$ cat src/rtl/combo_chk_pkg.sv
// combo_chk_pkg: shared states, MISR constants and default width for combo_resp_checker
package combo_chk_pkg;
  typedef enum logic [1:0] {IDLE, CAPTURE, DONE} state_t;
  localparam logic [15:0] MISR_POLY = 16'h1021;
  localparam logic [15:0] MISR_SEED = 16'hFFFF;
  localparam int N_IN_DEF = 5;
endpackage

$ cat src/rtl/combo_chk_misr.sv
// combo_chk_misr: 16-bit single-input MISR (x^16+x^12+x^5+1), seeded on reset and clr
module combo_chk_misr
  import combo_chk_pkg::*;
(
  input  logic        clk,
  input  logic        rst_n,
  input  logic        clr,
  input  logic        en,
  input  logic        din,
  output logic [15:0] sig
);
  always_ff @(posedge clk or negedge rst_n)
    if (!rst_n) sig <= MISR_SEED;
    else if (clr) sig <= MISR_SEED;
    else if (en) sig <= {sig[14:0], 1'b0} ^ ((sig[15] ^ din) ? MISR_POLY : 16'h0000);
endmodule

$ cat config.mk
export PLATFORM = sky130hd
export DESIGN_NAME = combo_chk_misr
export DESIGN_NICKNAME = d
export VERILOG_FILES = /design/src/rtl/combo_chk_pkg.sv /design/src/rtl/combo_chk_misr.sv
export SDC_FILE = /design/constraint.sdc
export NUM_CORES = 1
export LEC_CHECK = 0
export CORE_MARGIN = 2
export CORE_UTILIZATION = 35
export CTS_BUF_LIST = sky130_fd_sc_hd__clkbuf_16
export DETAILED_ROUTE_END_ITERATION = 10
export GPL_TIMING_DRIVEN = 0
export SYNTH_ARGS = -nofsm -noshare
export SYNTH_HDL_FRONTEND = slang
export SYNTH_SLANG_ARGS = --single-unit
$ cat constraint.sdc
create_clock -name clk -period 1.3 [get_ports clk]
set_clock_uncertainty 0.1 [all_clocks]
set_input_delay 0.13 -clock clk [delete_from_list [all_inputs] [get_ports clk]]
set_output_delay 0.13 -clock clk [all_outputs]
set_load 0.005 [all_outputs]
# Word-level counts from Yosys, hierarchy flattened
# Cells that the tools add are included.
[totals]
reg_bits = 16
input_bits = 5
[op_classes]
n_mux = 3
bitwise_logic = 2
reduce_logical = 1
[op_table]
columns = ["operator", "n"]
rows = [
  ["16-bit two-way mux", 2],
  ["16-bit by 13-bit bitwise XOR with 16-bit output", 1],
  ["13-bit two-way mux", 1],
  ["2-bit nonzero test", 1],
  ["1-bit bitwise XOR", 1],
]

# Logic depth before layout (Yosys ltp)
# Gate-level depths: netlist of run 1.
[depth]
word_depth = 5
mapped_depth = 3
depth_no_buf = 2

# Worst setup path before layout of run 1
# No wires, ideal clock.
[synth_timing]
path_type = "reg-to-reg"
start = "reg sig[15]"
end = "reg sig[5]"
setup_time_ns = 0.082
arrival_time_ns = 1.152
required_time_ns = 1.118
setup_slack_ns = -0.033
stages_incl_launch_ff = 3
synth_period_minus_slack_ns = 1.333
path_cell_list = "dfstp_2 xor3_1 a211o_1"
[synth_via]
elab_chain_len = 5
[synth_rtl]
columns = ["item", "line", "rtl"]
rows = [
  ["start, declared", "combo_chk_misr.sv:10", "output logic [15:0] sig"],
  ["start signal, assigned", "combo_chk_misr.sv:15", "else if (en) sig <= {sig[14:0], 1'b0} ^ ((sig[15] ^ din) ? MISR_POLY : 16'h0000);"],
  ["1-bit bitwise XOR", "combo_chk_misr.sv:15", ""],
  ["13-bit two-way mux", "combo_chk_misr.sv:15", ""],
  ["16-bit by 13-bit bitwise XOR with 16-bit output", "combo_chk_misr.sv:15", ""],
  ["16-bit two-way mux", "combo_chk_misr.sv:15", ""],
  ["16-bit two-way mux", "combo_chk_misr.sv:14", "else if (clr) sig <= MISR_SEED;"],
]
# No other way between the ends. The select of a mux whose other input is x is not followed.
# A chain may end at the register's enable or synchronous reset.

# Final worst setup path of run 1
# Same ends and word-level chain as after synthesis.

==> run summary, run 1 <==
Status - finished, violations left
Failing checks - negative setup slack
Final Critical Period - 1350 ps
FF-to-FF Start - sig[15]
GR Util All Layers - 14.4%
Final cell count without fillers - 106
Clk slew on worst S/H paths - 50 ps
Power Total - 1.34 mW
RSZ-0062 raised after global routing - yes
Register area share after synthesis - 56.8%
Synth Instances - 56
Routed len/inst - 14.2 um
Worst Max-Slew Pin Slew - 676 ps
Routed vias/inst - 4.98
WP data arrival - 1420 ps
DR pass1 iterations - 5
CTS H-tree lvls - 1
Initial DRC Count - 16
LEAKAGE - 0.434 nW
Core Region - 1980 um^2
CP Max Fanout - 4
Relative slew slack - 54.8%
VDD IR-drop max - 0.00115 V
Top flop regs - sig x16
CP Capture Type - flop
Die height - 50.0 um
Clock latency on the worst-skew pair - 240 ps
Reg with most FFs - sig
Most common cell after layout, fill and taps aside - dlygate4sd2_1
Critical Path RT - 1360 ps
Hold bufs inserted after CTS - 0
Initial Util - 37.4%
Number of synthesized register bits - 16
Setup crit start - sig[15]
Via Count - 528
Die area - 2500 um^2
Port Buffer Count - 19
Routability congestion estimate - 0.679
YS warnings - 0
Detail Route Antenna Nets - 0
Placed insts - 102
Post-Syn Area - 741 um^2
Max-slew violation count - 0
Max-Cap Viols - 0
Layout cells sized above 1 - 30.4%
Ports - 21
Ant diodes - 0
Residual DRC count - 0
Clk sinks - 16
CTS Buf Count - 3
Fin. Hold Viols - 0
Hold WC Path Type - input port to flop
Die width - 50.0 um
Largest net degree at the start of global routing - 17
FP Rows - 16
CTS tree - yes
Post-layout nets - 86
Tcrit/Tclk final - 104%
CTS max path bufs - 2
Worst setup margin - -52.8 ps
Antenna violations before repair - 0
Peak Freq - 0.739 GHz
Post-DP HPWL - 1.05 mm
Number of global-route vias before repair - 529
Post-synthesis average cell area - 13.2 um^2
Grt ovf - 0
CP Class - flop to flop
Max FFs per register - 16
Net count after synthesis - 61
Post-synthesis cell type count - 7
First-pass GRT wire length - 2.59 mm
CTS root buf - clkbuf_16
# setup viols final - 1
Pre-CTS setup slack - -324 ps
Fillers - 189
Min-delay src - clr
Routed WL - 1.50 mm
CP Launch Type - flop
Area Growth Syn to Fin - 40.0%
Highest-count cells in the layout ignoring fill and taps - 17 x dlygate4sd2_1, 16 x nor2b_1, 16 x a211o_1, 16 x dfstp_2, 3 x clkbuf_16
Pwr/cell area - 1290 nW/um^2
[through the flow]
stage          cell area [um^2]  hold slack (ps)  util, %  TNS, ps
2_1_floorplan               741             -118        -        0
3_3_place_gp                965              454     48.7    -2890
3_5_place_dp                965              465     48.7    -3050
4_1_cts                    1030              202     52.0    -99.1
5_1_grt                    1040              234     52.3     -140
6_report                   1040              203     52.3    -52.8
[worst max-delay path, stage by stage (launching register included)]
cell     delay (ps)
dfstp_2         530
buf_6           110
xor3_1          230
a211o_1         310
[final timing paths]
path	endpoint	slack [ps]	cells past startpoint
max in group asynchronous	sig[9]	490	1
min in group asynchronous	sig[14]	580	1
worst max-delay path	sig[5]	-50	3
worst min register to register	sig[2]	510	1
worst max register to register	sig[5]	-50	3
worst min-delay path	sig[10]	200	2
[Yosys cell counts]
cell type / instances / area, um^2
a211o_1: 16 / 140
dfstp_2: 16 / 420
nor2b_1: 16 / 100
buf_2: 4 / 20.0
xor3_1: 2 / 47.6
clkbuf_1: 1 / 3.75
xor2_1: 1 / 8.76
[cell type report]
| cell class | count | area [um^2] | share of cell area [%] |
|---|---|---|---|
| multi-input combinational | 35 | 297 | 28.6 |
| tap | 27 | 33.8 | 3.26 |
| clock buffer | 3 | 75.1 | 7.24 |
| timing repair buffer | 20 | 183 | 17.6 |
| buffer | 5 | 28.8 | 2.77 |
| sequential | 16 | 420 | 40.5 |
[what timing repair did]
item	CTS	global route
setup buffers	1	0
gates resized for setup	18	4
pin swaps	0	1
endpoints found under the hold margin	0	0
endpoints found under the setup margin	18	10
[kinds of logic (layout without fill, tap and decap cells)]
group,count (synthesis),in the layout,synth area share [%]
compound gates,16,16,18.9
simple gates,16,16,13.5
buf+inv,5,28,3.21
xor+xnor,3,3,7.60
flops,16,16,56.8
[routing by layer]
layer,GRT usage (%),wire length [um]
met4,5.56,19
met5,0,0
met3,5.76,78
met1,18.4,687
met2,21.7,715
[power breakdown]
part / switching [mW] / total [mW] / internal, mW
clock network: 0.169 / 0.571 / 0.402
registers: 0.0230 / 0.582 / 0.559
logic: 0.0793 / 0.186 / 0.106
total: 0.271 / 1.34 / 1.07
No activity file was read; power rests on OpenSTA's default activity.
==> run 2: changes to the inputs <==
Settings changed: PLACE_DENSITY set to 0.66.
==> run 2 against run 1 <==
  * The run still ends with negative setup slack left
  * Cell count rose by 2.8%
  * Critical path depth down 1
  * Sequential share of layout area decreased by 0.81 points
  * Power grew 1.0%
  * Clock-buffer cell count is the same
  * Sequential power is essentially flat
  * Worst hold slack worse by 2.1 ps
  * Sequential cell count unchanged
  * Critical path type unchanged
  * Largest power group unchanged
==> run summary, run 2 (synthesized netlist as in run 1, its figures left out) <==
CTS root buf - clkbuf_16
CTS Buf Count - 3
Final Critical Period - 1350 ps
Die height - 50.0 um
Reg with most FFs - sig
Detail Route Antenna Nets - 0
Max-slew violation count - 0
Port Buffer Count - 19
Routed len/inst - 13.0 um
DR pass1 iterations - 4
Highest-count cells in the layout ignoring fill and taps - 16 x nor2b_1, 16 x a211o_1, 16 x dlygate4sd2_1, 16 x dfstp_2
Hold bufs inserted after CTS - 0
Clock latency on the worst-skew pair - 240 ps
Hold path depth - 2
Core Region - 1980 um^2
Routed WL - 1.42 mm
Die width - 50.0 um
Clk slew on worst S/H paths - 50 ps
Initial Util - 37.4%
Ports - 21
Layout cells sized above 1 - 31.7%
Routed vias/inst - 4.71
RSZ-0062 raised after global routing - yes
Residual DRC count - 0
Hold WC Path Type - input port to flop
CP Capture Type - flop
Peak Freq - 0.743 GHz
Grt ovf - 0
Initial DRC Count - 4
# setup viols final - 2
WP data arrival - 1410 ps
Power Total - 1.35 mW
FP Rows - 16
Top flop regs - sig x16
CTS H-tree lvls - 1
CTS max path bufs - 2
Largest net degree at the start of global routing - 17
Critical Path RT - 1360 ps
R2R depth - 2
Fillers - 168
Tcrit/Tclk final - 103%
Number of global-route vias before repair - 516
Worst setup margin - -45.4 ps
First-pass GRT wire length - 2.53 mm
Via Count - 513
CP Launch Type - flop
Max FFs per register - 16
LEAKAGE - 0.435 nW
GR Util All Layers - 13.6%
Worst Max-Slew Pin Slew - 672 ps
VDD IR-drop max - 0.000866 V
CP Max Fanout - 3
Post-layout nets - 88
Routability congestion estimate - 0.670
Area Growth Syn to Fin - 42.9%
CTS tree - yes
Final design utilization - 53.4%
Status - finished, violations left
Pwr/cell area - 1280 nW/um^2
CP Class - flop to flop
Ant diodes - 0
Fin. Hold Viols - 0
Failing checks - negative setup slack
Clk sinks - 16
Antenna violations before repair - 0
Pre-CTS setup slack - -277 ps
Post-DP HPWL - 986 um
Relative slew slack - 55.1%
Max-Cap Viols - 0
Die area - 2500 um^2
-- run 2: layout make-up --
type,instances,area (um^2),share of cell area [%]
buffer,5,32.5,3.07
clock buffer,3,75.1,7.09
clock inverter,1,3.75,0.355
multi-input combinational,35,297,28.0
sequential,16,420,39.7
tap,27,33.8,3.19
timing repair buffer,22,196,18.6
-- run 2: repair_timing --
item / 4_1_cts / 5_1_grt
gates resized for setup: 17 / 4
pin swaps: 2 / 3
setup buffers: 3 / 1
setup endpoints to repair: 18 / 10
-- run 2: metrics by stage --
stage	instance area, um^2	instances	TNS [ps]	hold slack, ps
4_1_cts	1050	109	-131	194
3_3_place_gp	965	102	-2610	440
2_1_floorplan	741	56	0	-118
3_5_place_dp	965	102	-2800	440
6_report	1060	109	-61.2	201
5_1_grt	1060	109	-139	203
-- run 2: worst paths after layout --
kind / startpoint / endpoint / slack [ps]
max in group asynchronous: rst_n / sig[3] / 500
worst max register to register: sig[4] / sig[5] / -50
worst max-delay path: sig[4] / sig[5] / -50
worst min register to register: sig[1] / sig[2] / 510
min in group asynchronous: rst_n / sig[7] / 570
worst min-delay path: clr / sig[10] / 200
-- run 2: metal layers --
metal / vias up / share of wire (%) / GRT usage, % / routed length [um]
met5: - / 0 / 0 / 0
met4: 0 / 1.5 / 6.94 / 21
met3: 2 / 2.3 / 2.73 / 32
met2: 8 / 46 / 19.5 / 657
met1: 252 / 50 / 19.3 / 709
li1: 251 / - / - / -
-- run 2: critical path, cell delays in order (launching register included) --
cell     delay (ps)
dfstp_2         540
xor3_1          320
a211o_1         310
-- run 2: where the power goes --
| group | switching, mW | total [mW] | internal (mW) | leakage (nW) |
|---|---|---|---|---|
| Clock | 0.169 | 0.575 | 0.406 | 0.0385 |
| Combinational | 0.0805 | 0.195 | 0.114 | 0.227 |
| Sequential | 0.0233 | 0.583 | 0.559 | 0.169 |
| Total | 0.273 | 1.35 | 1.08 | 0.435 |
